## src/rtl/alu_pkg.sv

```systemverilog
// Shared opcode and sequencer state definitions for the alu4bit ALU and the
// command sequencer that drives it.
package alu_pkg;

  localparam int OPCODE_WIDTH = 4;

  localparam logic [OPCODE_WIDTH-1:0] OP_ADD   = 4'd0;
  localparam logic [OPCODE_WIDTH-1:0] OP_SUB   = 4'd1;
  localparam logic [OPCODE_WIDTH-1:0] OP_NOTA  = 4'd2;
  localparam logic [OPCODE_WIDTH-1:0] OP_AND   = 4'd3;
  localparam logic [OPCODE_WIDTH-1:0] OP_OR    = 4'd4;
  localparam logic [OPCODE_WIDTH-1:0] OP_NAND  = 4'd5;
  localparam logic [OPCODE_WIDTH-1:0] OP_NOR   = 4'd6;
  localparam logic [OPCODE_WIDTH-1:0] OP_XOR   = 4'd7;
  localparam logic [OPCODE_WIDTH-1:0] OP_XNOR  = 4'd8;
  localparam logic [OPCODE_WIDTH-1:0] OP_PASSA = 4'd9;
  localparam logic [OPCODE_WIDTH-1:0] OP_ZERO  = 4'd10;
  localparam logic [OPCODE_WIDTH-1:0] OP_ONE   = 4'd11;
  localparam logic [OPCODE_WIDTH-1:0] OP_INCA  = 4'd12;
  localparam logic [OPCODE_WIDTH-1:0] OP_DECA  = 4'd13;
  localparam logic [OPCODE_WIDTH-1:0] OP_INCB  = 4'd14;
  localparam logic [OPCODE_WIDTH-1:0] OP_DECB  = 4'd15;

  typedef enum logic [1:0] {
    ST_IDLE = 2'd0,
    ST_EXEC = 2'd1,
    ST_RESP = 2'd2
  } state_t;

endpackage

```

## src/rtl/alu_cmd_sequencer.sv

```systemverilog
// Accumulator-style command sequencer for an external combinational ALU:
// accept command, hold ALU inputs for one cycle, write back and return result.
module alu_cmd_sequencer
  import alu_pkg::*;
#(
  parameter int WIDTH     = 4,
  parameter int CNT_WIDTH = 8
) (
  input  logic                    clk,
  input  logic                    rst,
  input  logic                    cmd_valid,
  output logic                    cmd_ready,
  input  logic [OPCODE_WIDTH-1:0] cmd_op,
  input  logic [WIDTH-1:0]        cmd_operand,
  input  logic                    cmd_load,
  output logic [WIDTH-1:0]        alu_a,
  output logic [WIDTH-1:0]        alu_b,
  output logic [OPCODE_WIDTH-1:0] alu_opcode,
  input  logic [WIDTH-1:0]        alu_y,
  output logic                    res_valid,
  input  logic                    res_ready,
  output logic [WIDTH-1:0]        res_data,
  output logic                    res_zero,
  output logic [WIDTH-1:0]        acc,
  output logic [CNT_WIDTH-1:0]    op_count
);

  state_t state_reg, state_next;
  logic   load_reg;
  logic   accept;
  logic   exec;
  logic [WIDTH-1:0] result;

  always_ff @(posedge clk) begin
    if (rst) state_reg <= ST_IDLE;
    else     state_reg <= state_next;
  end

  always_comb begin
    state_next = state_reg;
    accept     = 1'b0;
    exec       = 1'b0;
    case (state_reg)
      ST_IDLE: begin
        if (cmd_valid) begin
          accept     = 1'b1;
          state_next = ST_EXEC;
        end
      end
      ST_EXEC: begin
        exec       = 1'b1;
        state_next = ST_RESP;
      end
      ST_RESP: begin
        if (res_ready) state_next = ST_IDLE;
      end
      default: state_next = ST_IDLE;
    endcase
  end

  // Handshake flags are pure state decodes: no path from cmd_valid/res_ready.
  assign cmd_ready = (state_reg == ST_IDLE);
  assign res_valid = (state_reg == ST_RESP);

  // Load commands carry their value through alu_b so the ALU result is ignored.
  assign result = load_reg ? alu_b : alu_y;

  always_ff @(posedge clk) begin
    if (rst) begin
      acc        <= '0;
      alu_a      <= '0;
      alu_b      <= '0;
      alu_opcode <= '0;
      load_reg   <= 1'b0;
      res_data   <= '0;
      res_zero   <= 1'b1;
      op_count   <= '0;
    end else if (accept) begin
      alu_a      <= acc;
      alu_b      <= cmd_operand;
      alu_opcode <= cmd_op;
      load_reg   <= cmd_load;
    end else if (exec) begin
      acc        <= result;
      res_data   <= result;
      res_zero   <= (result == '0);
      op_count   <= op_count + 1'b1;
    end
  end

endmodule
```

## config.mk

```make
export PLATFORM = sky130hd
export DESIGN_NAME = alu_cmd_sequencer
export DESIGN_NICKNAME = d
export VERILOG_FILES = /design/src/rtl/alu_pkg.sv /design/src/rtl/alu_cmd_sequencer.sv
export SDC_FILE = /design/constraint.sdc
export NUM_CORES = 1
export LEC_CHECK = 0
export ABC_AREA = 1
export CAP_MARGIN = 20
export CORE_MARGIN = 1.5
export CORE_UTILIZATION = 44
export DETAILED_ROUTE_END_ITERATION = 16
export PLACE_DENSITY = 0.93
export SKIP_LAST_GASP = 1
export SLEW_MARGIN = 5
export SYNTH_ARGS = -nofsm -noshare
export SYNTH_HDL_FRONTEND = slang
export SYNTH_SLANG_ARGS = --single-unit
```

## constraint.sdc

```tcl
create_clock -name clk -period 1.5 [get_ports clk]
set_input_delay 0.3 -clock clk [delete_from_list [all_inputs] [get_ports clk]]
set_output_delay 0.3 -clock clk [all_outputs]
set_load 0.02 [all_outputs]
```

==> metrics.cfg, run 1 <==
[layout]
fillerInstances=233
final_common_cell=nor2_1
layout_common_cells=41 x nor2_1, 29 x dlygate4sd2_1, 28 x dfxtp_1
drive_above_1_share_pct=5.61
synthToLayoutAreaGrowth_pct=37.8
top_register=op_count
final_cells=226
post-route-util_pct=63.7
largest_reg_flops=8
fin_nets=216
num_antenna_cells=0

[clocking]
clockBufferDepth=2
root_buffer=clkbuf_4
numCtsBuffers=3
clkLatencyLatePin_ps=320
cts_tree=done
cts_sinks=28
htree_levels=1
path_clk_slew_ps=140
post_cts_buffers=0

[worst_setup_path]
path_cells=inv_1 > nor2_1 > clkbuf_2
setup.worst_path.end_class=output pin
cp_max_fo=4
critPathKind=register to output pin
startpoint_type=register
crit_slowest_cell=dfxtp_1
worstPathRequired_ps=1200
critPathArrivalTime_ps=1100
critPathMaxStageDelay_ps=360

[sta]
fin_ws_ps=103
finClkSkew_ps=7.03
rsz0062_at_grt=no
period_needed_ps=1400
setup_viol=0
period_share_pct=93.1
finalHoldViolations=0
worst_slew_pin_slew_ps=626
max_freq_mhz=716
drv_slew=0
hold_slack_ps=490
slew_headroom_pct=58.2

[pwr]
power_mw=1.42
p_per_area_mw_per_mm2=909
irDropWorstVdd_mv=0.750
p_leak_nw=0.745

[route]
drt_iter0_drc=22
post-route-drc-count=0
avgRoutedWirePerCell_um=10.5
ant_nets=0
vias=1086
drtPass1Iterations=7
finalWirelength_um=2380
via_per_inst=4.81

[place]
gp_congestion=0.724
portBuffers=47
placed_cells=223
place_hpwl_um=1780
post-place-ws_ps=-99.8

[synth]
yosysSeqAreaShare_pct=49.4
synth.avg_cell_area_um2=7.42
syn_nets=171
yosysUniqueCellTypes=18
netlist_area_mm2=0.00113
synth_warnings=0
synth-seq-cells=28
syn_inst=153

[flow_run]
maxCapViolCount=0

[worst_hold_path]
hp-class=register to register

[grt]
grt_max_degree=26
grt_antenna_before_repair=0
grt_pass1_wl_um=3950
grt_remaining_overflow=0
track_usage_pct=18.6
grt_pass1_vias=926

[floorplanning]
core-area_mm2=0.00245
die_h_um=53.8
start_util_pct=46.2
num_rows=18
ios=48
die-width_um=53.8
dieArea_mm2=0.00289

[outcome]
status=finished, final reports clean

==> cell usage after synthesis <==
library cell / number / area (um^2)
a21oi_1: 11 / 55.1
and2_0: 1 / 6.26
and2_1: 1 / 6.26
buf_2: 2 / 10.0
buf_4: 4 / 30.0
buf_6: 2 / 22.5
dfxtp_1: 28 / 561
ha_1: 1 / 12.5
inv_1: 8 / 30.0
inv_2: 2 / 7.51
nand2_1: 24 / 90.1
nand2_2: 1 / 6.26
nand3_1: 4 / 20.0
nand4_1: 1 / 6.26
nor2_1: 41 / 154
nor2_2: 1 / 6.26
nor2_4: 1 / 11.3
o21ai_0: 20 / 100
==> routing by layer <==
metal	wire (um)	global-route usage, %	vias up
met3	117	2.50	4
li1	-	-	573
met1	1080	23.4	478
met2	1160	31.9	31
met4	29	7.69	0
met5	0	0	-
==> cell families (layout without fill, tap and decap cells) <==
group | after synthesis | after routing | share of synthesized area (%)
AO/OA/AOI/OAI | 31 | 31 | 13.7
flip-flops | 28 | 28 | 49.4
adder cells (fa/ha/maj) | 1 | 1 | 1.10
AND/OR/NAND/NOR | 75 | 75 | 27.0
buffers and inverters | 18 | 61 | 8.82
==> final cells by class <==
| class | instances | area, um^2 | area share (%) |
|---|---|---|---|
| Clock buffer | 3 | 22.5 | 1.44 |
| Inverter | 10 | 37.5 | 2.40 |
| Tap cell | 30 | 37.5 | 2.40 |
| Timing Repair Buffer | 48 | 432 | 27.6 |
| Multi-Input combinational cell | 107 | 474 | 30.3 |
| Sequential cell | 28 | 561 | 35.8 |
==> worst max-delay path: cells and delay by family (launching register included) <==
family                 cells  cell delay, ps
buffers and inverters      2             270
and+or+nand+nor            1             140
DFF                        1             360
==> worst paths after layout <==
path / start / end / cells after the start / slack (ps)
max: state_reg[1]$_SDFFE_PP0P_ / res_valid / 3 / 100
min: alu_b[3]$_SDFFE_PP0P_ / alu_b[3]$_SDFFE_PP0P_ / 2 / 490
max reg2reg: state_reg[0]$_SDFFE_PP0P_ / alu_a[0]$_SDFFE_PP0P_ / 5 / 310
min reg2reg: alu_b[3]$_SDFFE_PP0P_ / alu_b[3]$_SDFFE_PP0P_ / 2 / 490
==> timing repair <==
item / 4_1_cts / 5_1_grt
endpoints found under the setup margin: 31 / 2
hold buffers: 0 / 0
pin swaps: 0 / 0
gates resized for setup: 32 / 3
==> through the flow <==
stage,setup TNS [ps],instance area [um^2]
6_report,0,1560
5_1_grt,0,1560
4_1_cts,-63.1,1570
3_5_place_dp,-1100,1590
3_3_place_gp,-226,1590
2_1_floorplan,0,1130
==> report_power, final <==
| part | internal (mW) | leakage (nW) | switching [mW] |
|---|---|---|---|
| Combinational | 0.128 | 0.501 | 0.174 |
| Clock | 0.0941 | 0.0138 | 0.198 |
| Sequential | 0.793 | 0.230 | 0.0345 |
Note: power is estimated with default switching activity, not from simulation.
==> run 2, diff against run 1 <==
--- a/config.mk
+++ b/config.mk
@@ -7,7 +7,6 @@
 export LEC_CHECK = 0
 export ABC_AREA = 1
 export CAP_MARGIN = 20
-export CORE_MARGIN = 1.5
 export CORE_UTILIZATION = 44
 export DETAILED_ROUTE_END_ITERATION = 16
 export PLACE_DENSITY = 0.93
==> run 2 against run 1 <==
Effect of this change:
- register-to-register slack better by 40 ps
- count of clock-buffer cells in the layout unchanged
- utilization rose by 2.5 points
- hold slack gained 1.2 ps
- critical path type unchanged
- largest power group unchanged
- highest routed layer unchanged
==> metrics.cfg, run 2 (synthesis results as in run 1) <==
[outcome]
status=finished, final reports clean

[clocking]
cts_sinks=28  ; unchanged
cts_hold_buf=0  ; unchanged
path_clk_slew_ps=150  ; about the same
clkLatencyLatePin_ps=340  ; +20 ps
numCtsBuffers=3  ; unchanged
root_buffer=clkbuf_4
cts_tree=done
clockBufferDepth=2  ; unchanged
htree_levels=1  ; unchanged
post_cts_buffers=0  ; unchanged

[route]
post-route-drc-count=0  ; unchanged
drtPass1Iterations=4  ; -3
ant_nets=0  ; unchanged
avgRoutedWirePerCell_um=10.5  ; -0.13%
finalWirelength_um=2400  ; +0.76%
drt_iter0_drc=25  ; +14%
vias=1110  ; +2.2%
via_per_inst=4.87  ; +1.3%

[place]
portBuffers=47  ; unchanged
place_hpwl_um=1820  ; +2.6%
gp_congestion=0.720  ; -0.55%
placed_cells=224  ; +0.45%
post-place-ws_ps=-93.9  ; +5.90 ps

[worst_setup_path]
cp_max_fo=5  ; +1
crit_slowest_cell=dfxtp_1
worstPathRequired_ps=1200  ; about the same
path_cells=nor2_2 > clkdlybuf4s15_2
critPathMaxStageDelay_ps=390  ; +30 ps
critPathKind=register to output pin
setup.worst_path.end_class=output pin
startpoint_type=register
critPathArrivalTime_ps=1160  ; +60 ps

[sta]
worst_slew_pin_slew_ps=607  ; -18.9 ps
setup_viol=0  ; unchanged
max_freq_mhz=685  ; -4.3%
rsz0062_at_grt=no
fin_ws_ps=40.2  ; -63.3 ps
period_needed_ps=1460  ; +63.3 ps
finClkSkew_ps=9.10  ; +2.07 ps
setup_tns_ps=0  ; unchanged
drv_slew=0  ; unchanged
finalHoldViolations=0  ; unchanged
period_share_pct=97.3  ; +4.2 points
slew_headroom_pct=59.5  ; +1.3 points

[layout]
layout_common_cells=40 x nor2_1, 29 x dlygate4sd2_1, 28 x dfxtp_1
fin_nets=217  ; +0.46%
num_antenna_cells=0  ; unchanged
top_register=op_count
largest_reg_flops=8  ; unchanged
drive_above_1_share_pct=7.07  ; +1.5 points
final_common_cell=nor2_1
post-route-util_pct=66.2  ; +2.5 points
synthToLayoutAreaGrowth_pct=43.2
fillerInstances=222  ; -4.7%
final_cells=228  ; +0.88%

[pwr]
irDropWorstVdd_mv=0.677  ; -9.8%
p_leak_nw=0.770  ; +3.4%
p_per_area_mw_per_mm2=1010  ; +11%
power_mw=1.65  ; +16%

[floorplanning]
dieArea_mm2=0.00279  ; -3.7%
core-area_mm2=0.00245  ; unchanged
die_h_um=52.8  ; -1.9%
die-width_um=52.8  ; -1.9%
start_util_pct=46.2  ; unchanged
num_rows=18  ; unchanged
ios=48  ; unchanged

[worst_hold_path]
hp-class=register to register

[grt]
grt_pass1_wl_um=3810  ; -3.7%
grt_antenna_before_repair=0  ; unchanged
track_usage_pct=18.7  ; +0.064 points
grt_remaining_overflow=0  ; unchanged
grt_max_degree=26  ; unchanged
grt_pass1_vias=923  ; -0.32%

[flow_run]
maxCapViolCount=0  ; unchanged

run 2: where the power goes:
| group | internal (mW) | switching, mW |
|---|---|---|
| Clock | 0.271 | 0.229 |
| Sequential | 0.793 | 0.0348 |
| Combinational | 0.139 | 0.179 |
run 2: worst paths after layout:
check	from	end	slack, ps	cells past startpoint
worst max-delay path	state_reg[0]$_SDFFE_PP0P_	cmd_ready	40	2
worst min-delay path	alu_b[3]$_SDFFE_PP0P_	alu_b[3]$_SDFFE_PP0P_	490	2
worst max register to register	state_reg[0]$_SDFFE_PP0P_	alu_opcode[0]$_SDFFE_PP0P_	350	5
worst min register to register	alu_b[3]$_SDFFE_PP0P_	alu_b[3]$_SDFFE_PP0P_	490	2
run 2: worst max-delay path, delay by kind of cell, from the launching register on:
family | cells | cell delay, ps
buffers and inverters | 1 | 280
and+or+nand+nor | 1 | 140
DFF | 1 | 390
run 2: routing by layer:
metal	vias to the layer above	GRT usage, %	share of wire (%)
li1	578	-	-
met1	491	22.7	45
met2	34	30.8	48
met3	7	2.32	3.8
met4	0	11.8	3.1
met5	-	0	0
run 2: cell type report:
cell class	instances	area [um^2]	area share [%]
timing repair buffer	49	460	28.3
tap	30	37.5	2.31
sequential	28	561	34.5
multi-input combinational	107	477	29.3
clock inverter	1	30.0	1.85
clock buffer	3	22.5	1.39
inverter	10	37.5	2.31
run 2: stage by stage:
stage                     instance area [um^2]  hold slack, ps
after CTS                                 1620             493
after global placement                    1610             448
after detailed placement                  1610             472
final                                     1630             491
after global routing                      1630             518
after floorplan                           1130             369
run 2: what timing repair did:
| item | in CTS | in global routing |
|---|---|---|
| pin swaps | 0 | 0 |
| endpoints found under the setup margin | 31 | 1 |
| resized for setup | 33 | 5 |
